[config.mk]
export PLATFORM = sky130hd
export DESIGN_NAME = life_frame_streamer_flat
export DESIGN_NICKNAME = d
export VERILOG_FILES = /design/src/rtl/life_frame_streamer_if.sv /design/src/rtl/life_frame_streamer.sv /design/src/flat_wrapper.sv
export SDC_FILE = /design/constraint.sdc
export NUM_CORES = 1
export LEC_CHECK = 0
export BUFFER_PORTS_ARGS = -buffer_cell sky130_fd_sc_hd__buf_2
export CAP_MARGIN = 20
export CORE_ASPECT_RATIO = 2
export CORE_MARGIN = 1.5
export CORE_UTILIZATION = 35
export CTS_BUF_LIST = sky130_fd_sc_hd__clkbuf_8
export CTS_CLUSTER_SIZE = 30
export DETAILED_ROUTE_END_ITERATION = 10
export GPL_TIMING_DRIVEN = 0
export PLACE_DENSITY = 0.53
export SYNTH_ARGS = -nofsm -noshare
export SYNTH_HDL_FRONTEND = slang
export SYNTH_SLANG_ARGS = --single-unit
[constraint.sdc]
create_clock -name clk -period 2.95 [get_ports clk]
set_clock_uncertainty 0.1 [all_clocks]
set_input_delay 0.885 -clock clk [delete_from_list [all_inputs] [get_ports clk]]
set_output_delay 0.885 -clock clk [all_outputs]
set_load 0.02 [all_outputs]
[src/rtl/life_frame_streamer_if.sv]
// Row stream carrying one 16-bit board row per valid/ready handshake.
interface life_frame_streamer_if;
  logic [15:0] row_data;
  logic [3:0]  row_idx;
  logic        row_valid;
  logic        row_ready;
  logic        row_last;

  modport master (
    output row_data,
    output row_idx,
    output row_valid,
    output row_last,
    input  row_ready
  );

  modport slave (
    input  row_data,
    input  row_idx,
    input  row_valid,
    input  row_last,
    output row_ready
  );
endinterface

[src/rtl/life_frame_streamer.sv]
// Snapshots each new Life generation and streams it out as 16 rows, tracking
// generation count, population and still-life detection.
module life_frame_streamer #(
  parameter int GEN_W = 16
) (
  input  logic                    clk,
  input  logic                    rst_n,
  input  logic [255:0]            q_in,
  input  logic                    gen_strobe,
  input  logic                    load_in,
  life_frame_streamer_if.master   rows,
  output logic [GEN_W-1:0]        gen_count,
  output logic [8:0]              pop_count,
  output logic                    stable,
  output logic                    frame_drop
);

  localparam logic [0:0] ST_IDLE = 1'b0;
  localparam logic [0:0] ST_SEND = 1'b1;

  logic [0:0]       state_reg;
  logic [255:0]     snap_reg;
  logic             prev_valid_reg;
  logic [3:0]       row_idx_reg;
  logic [GEN_W-1:0] gen_count_reg;
  logic [8:0]       pop_count_reg;
  logic             stable_reg;
  logic             frame_drop_reg;

  logic strobe_ok;
  logic handshake;
  logic final_hs;
  logic capture;

  function automatic logic [8:0] popcount256(input logic [255:0] v);
    logic [8:0] c;
    c = '0;
    for (int i = 0; i < 256; i++) begin
      c = c + 9'(v[i]);
    end
    return c;
  endfunction

  assign rows.row_valid = (state_reg == ST_SEND);
  assign rows.row_idx   = row_idx_reg;
  assign rows.row_data  = snap_reg[{row_idx_reg, 4'b0000} +: 16];
  assign rows.row_last  = rows.row_valid & (row_idx_reg == 4'd15);

  assign strobe_ok = gen_strobe & ~load_in;
  assign handshake = rows.row_valid & rows.row_ready;
  assign final_hs  = handshake & rows.row_last;
  // A strobe landing on the last-row handshake chains straight into a new frame.
  assign capture   = strobe_ok & ((state_reg == ST_IDLE) | final_hs);

  always_ff @(posedge clk or negedge rst_n) begin
    if (!rst_n) begin
      state_reg      <= ST_IDLE;
      snap_reg       <= '0;
      prev_valid_reg <= 1'b0;
      row_idx_reg    <= '0;
      gen_count_reg  <= '0;
      pop_count_reg  <= '0;
      stable_reg     <= 1'b0;
      frame_drop_reg <= 1'b0;
    end else begin
      frame_drop_reg <= strobe_ok & ~capture;

      if (load_in) begin
        gen_count_reg <= '0;
      end else if (strobe_ok) begin
        gen_count_reg <= gen_count_reg + GEN_W'(1);
      end

      if (capture) begin
        // The outgoing snapshot is the "previous" one the new board compares to.
        snap_reg       <= q_in;
        stable_reg     <= prev_valid_reg & (q_in == snap_reg);
        prev_valid_reg <= 1'b1;
        pop_count_reg  <= popcount256(q_in);
        row_idx_reg    <= '0;
        state_reg      <= ST_SEND;
      end else begin
        if (load_in) begin
          stable_reg     <= 1'b0;
          prev_valid_reg <= 1'b0;
        end
        if (handshake) begin
          row_idx_reg <= row_idx_reg + 4'd1;
          if (row_idx_reg == 4'd15) begin
            state_reg <= ST_IDLE;
          end
        end
      end
    end
  end

  assign gen_count  = gen_count_reg;
  assign pop_count  = pop_count_reg;
  assign stable     = stable_reg;
  assign frame_drop = frame_drop_reg;

endmodule

[src/flat_wrapper.sv]
// flat-port wrapper written by rule: the top's interface ports become plain ports
module life_frame_streamer_flat 
#(
  parameter int GEN_W = 16
)
  (clk, rst_n, q_in, gen_strobe, load_in, gen_count, pop_count, stable, frame_drop, rows_row_data, rows_row_idx, rows_row_valid, rows_row_last, rows_row_ready);
  life_frame_streamer_if rows_i ();
  input  logic clk;
  input  logic rst_n;
  input  logic [255:0] q_in;
  input  logic gen_strobe;
  input  logic load_in;
  output logic [GEN_W-1:0] gen_count;
  output logic [8:0] pop_count;
  output logic stable;
  output logic frame_drop;
  output wire logic [$bits(rows_i.row_data)-1:0] rows_row_data;
  output wire logic [$bits(rows_i.row_idx)-1:0] rows_row_idx;
  output wire logic [$bits(rows_i.row_valid)-1:0] rows_row_valid;
  output wire logic [$bits(rows_i.row_last)-1:0] rows_row_last;
  input wire logic [$bits(rows_i.row_ready)-1:0] rows_row_ready;
  assign rows_row_data = rows_i.row_data;
  assign rows_row_idx = rows_i.row_idx;
  assign rows_row_valid = rows_i.row_valid;
  assign rows_row_last = rows_i.row_last;
  assign rows_i.row_ready = rows_row_ready;
  life_frame_streamer #(.GEN_W(GEN_W)) u_core (.clk(clk), .rst_n(rst_n), .q_in(q_in), .gen_strobe(gen_strobe), .load_in(load_in), .rows(rows_i), .gen_count(gen_count), .pop_count(pop_count), .stable(stable), .frame_drop(frame_drop));
endmodule
==> results.py <==
metrics = {
    "cells_and_area": {
        "largest_reg_flops": 256,
        "layout_common_cells": "445 x nand2_1, 436 x inv_1, 316 x buf_2, 287 x dfrtp_1, 234 x fa_1",
        "final_common_cell": "nand2_1",
        "nets": 3171,
        "nFillCells": 6288,
        "instances_no_fill": 3473,
        "area_growth_pct": 20.9,
        "layout-drive-gt1-share": 0.227,
    },
    "timing": {
        "fin_crit_sh": 2.79,
        "hold_viol_final": 0,
        "rsz0062_at_grt": "yes",
        "worst_slew_pin_slew_ns": 1.24,
        "setup_viol": 26,
        "slew_headroom": 0.166,
        "fin_ws_ns": -5.28,
        "max_freq_ghz": 0.122,
        "period_minus_slack_ns": 8.23,
        "setup_tns_ns": -59.46,
        "whs_ns": 0.332,
        "maxSlewViolCount": 0,
    },
    "synthesis": {
        "synth_edf_count": 0,
        "syn-num-nets": 2778,
        "synth_area_sq_mm": 0.0223,
        "synth_cell_type_count": 47,
        "synth_seq_area_share": 0.325,
        "synthFlopType": "dfrtp_1",
        "ys_ff_latch": 289,
        "syn_inst": 2234,
        "ys_warn_count": 0,
        "async_flop_share": 1.00,
        "syn_avg_cell_area_sq_um": 9.97,
    },
    "route": {
        "drtIter0Drc": 2116,
        "wirelength_microns": 145000,
        "routed_via_density": 5.85,
        "drt-wirelength-per-cell_microns": 41.6,
        "drt-pass1-iter-count": 5,
        "ant_nets": 0,
        "drc": 0,
        "detailroute.via_count": 20300,
    },
    "floorplan": {
        "num_rows": 130,
        "io_pins": 310,
        "die_y_microns": 360,
        "initial_core_util": 0.354,
        "die_w_microns": 181,
        "core-area_sq_mm": 0.0629,
        "die_area_sq_mm": 0.0653,
    },
    "setup_path": {
        "arrival_ns": 8.70,
        "worstPathRequired_ns": 3.42,
        "crit_path_end_kind": "flip-flop",
        "r2r_start": "u_core.snap_reg[233]",
        "cp-start-kind": "primary input",
        "r2r_slack_ns": -0.17,
        "critPathMaxFanout": 2,
        "timing.rr.end": "u_core.stable",
        "r2r_cells": 6,
        "path_class": "primary input to flip-flop",
    },
    "run_status": {
        "failed_checks": "negative setup slack",
        "run_status": "finished with violations",
    },
    "cts": {
        "clockBufferDepth": 3,
        "cts_buffers": 51,
        "cts_tree": "done",
        "clk_pin_slew_ns": 0.07,
        "cts_htree_levels": 2,
        "clockRootBuffer": "clkbuf_8",
        "clock_sinks": 289,
        "insertion_delay_ns": 0.69,
    },
    "global_route": {
        "grt_pass1_wl_microns": 189000,
        "grtUsageTotal": 0.448,
        "grt_start_max_net_pins": 99,
        "grt_pass1_vias": 21000,
        "grt_overflow_total": 0,
        "antenna_found_initial": 10,
    },
    "run": {
        "cap_violations": 0,
    },
    "worst_hold_path": {
        "min_from": "q_in[124]",
        "min-delay-path-class": "primary input to flip-flop",
        "holdPathStages": 3,
        "worstHoldEndpoint": "u_core.snap_reg[124]",
    },
    "placement": {
        "place_ws_ns": -6.13,
        "routabilityCongestion": 1.08,
        "io_buffers": 308,
        "dpl.cell_count": 3343,
        "dp_hpwl_microns": 121000,
    },
}
metal layers:
layer / global-route usage / vias to the layer above / share of wire
li1: - / 7943 / -
met1: 0.458 / 10400 / 0.32
met2: 0.720 / 1441 / 0.47
met3: 0.0905 / 558 / 0.068
met4: 0.509 / 0 / 0.14
met5: 0 / - / 0
Yosys cell counts (5+ instances only):
cell	n	area, sq um
a21oi_1	8	40.0
a221oi_1	18	158
a22o_1	16	140
buf_2	40	200
buf_6	5	56.3
clkbuf_1	33	124
dfrtp_1	289	7230
fa_1	242	4840
ha_1	41	513
inv_1	433	1630
inv_2	6	22.5
mux4_2	80	1800
nand2_1	445	1670
nand2b_1	13	81.3
nand3_1	10	50.1
nand4_1	31	194
nor2_1	21	78.8
nor3_1	5	25.0
nor4_1	44	275
o21ai_0	103	515
o21ai_1	86	430
o22ai_1	31	194
o2bb2ai_1	13	114
xnor2_1	46	403
xor2_1	135	1180
critical path: stages:
cell and delay [ns]:
buf_8 0.10, fa_1 0.54, inv_2 0.09, fa_2 0.74, inv_2 0.06, fa_1 0.47, fa_1 0.51, inv_2 0.05
fa_2 0.53, fa_1 0.56, inv_1 0.05, fa_1 0.47, inv_1 0.05, fa_1 0.46, fa_1 0.54, fa_1 0.44
fa_1 0.51, inv_2 0.04, fa_2 0.43, inv_2 0.09, fa_2 0.19, nor2b_1 0.05, o21ai_1 0.11, nand2b_1 0.11
a21o_1 0.17, a21o_1 0.20, xnor2_2 0.15, o21ai_1 0.07
worst max path at each step:
stage / startpoint / cells past startpoint / end / slack [ns]
6_report: q_in[120] / 28 / u_core.pop_count[6] / -5.28
5_1_grt: q_in[120] / 28 / u_core.pop_count[6] / -5.48
4_1_cts: q_in[0] / 25 / u_core.pop_count[6] / -5.26
3_5_place_dp: q_in[1] / 25 / u_core.pop_count[6] / -6.13
3_3_place_gp: q_in[1] / 25 / u_core.pop_count[6] / -6.08
2_1_floorplan: q_in[150] / 27 / u_core.pop_count[6] / -5.09
cell families (layout without fill, tap and decap cells):
| group | count (synthesis) | count (layout) | synth area share |
|---|---|---|---|
| compound gates | 294 | 294 | 0.0783 |
| xor+xnor | 181 | 181 | 0.0712 |
| fa+ha+maj | 283 | 283 | 0.240 |
| buf+inv | 519 | 953 | 0.0915 |
| flops | 289 | 289 | 0.325 |
| mux | 83 | 83 | 0.0822 |
| other cells | 0 | 13 | 0 |
| simple gates | 585 | 585 | 0.112 |
layout make-up:
type                            count  area, sq um  share of cell area
Clock buffer                       65          895              0.0332
Buffer                             80          612              0.0227
Tap cell                          792          991              0.0368
Multi-Input combinational cell   1426        13200               0.488
Timing Repair Buffer              340         2120              0.0787
Inverter                          439         1660              0.0618
Antenna cell                       13         32.5             0.00121
Sequential cell                   289         7230               0.269
Clock inverter                     29          230             0.00855
metrics by stage:
step            util  instance area, sq um
3_5_place_dp   0.397                 25000
4_1_cts        0.426                 26800
6_report       0.428                 26900
2_1_floorplan      -                 22300
3_3_place_gp   0.394                 24800
5_1_grt        0.427                 26900
repair_timing:
| action | CTS | global route |
|---|---|---|
| pin swaps | 24 | 19 |
| gates resized for setup | 121 | 43 |
| setup endpoints to repair | 47 | 86 |
| hold buffers | 1 | 0 |
| cloned | 5 | 0 |
| endpoints found under the hold margin | 34 | 0 |
| setup buffers | 16 | 5 |
Power is not shown: default switching activity piles up to over one toggle a cycle in this logic, so the estimate is an artifact.
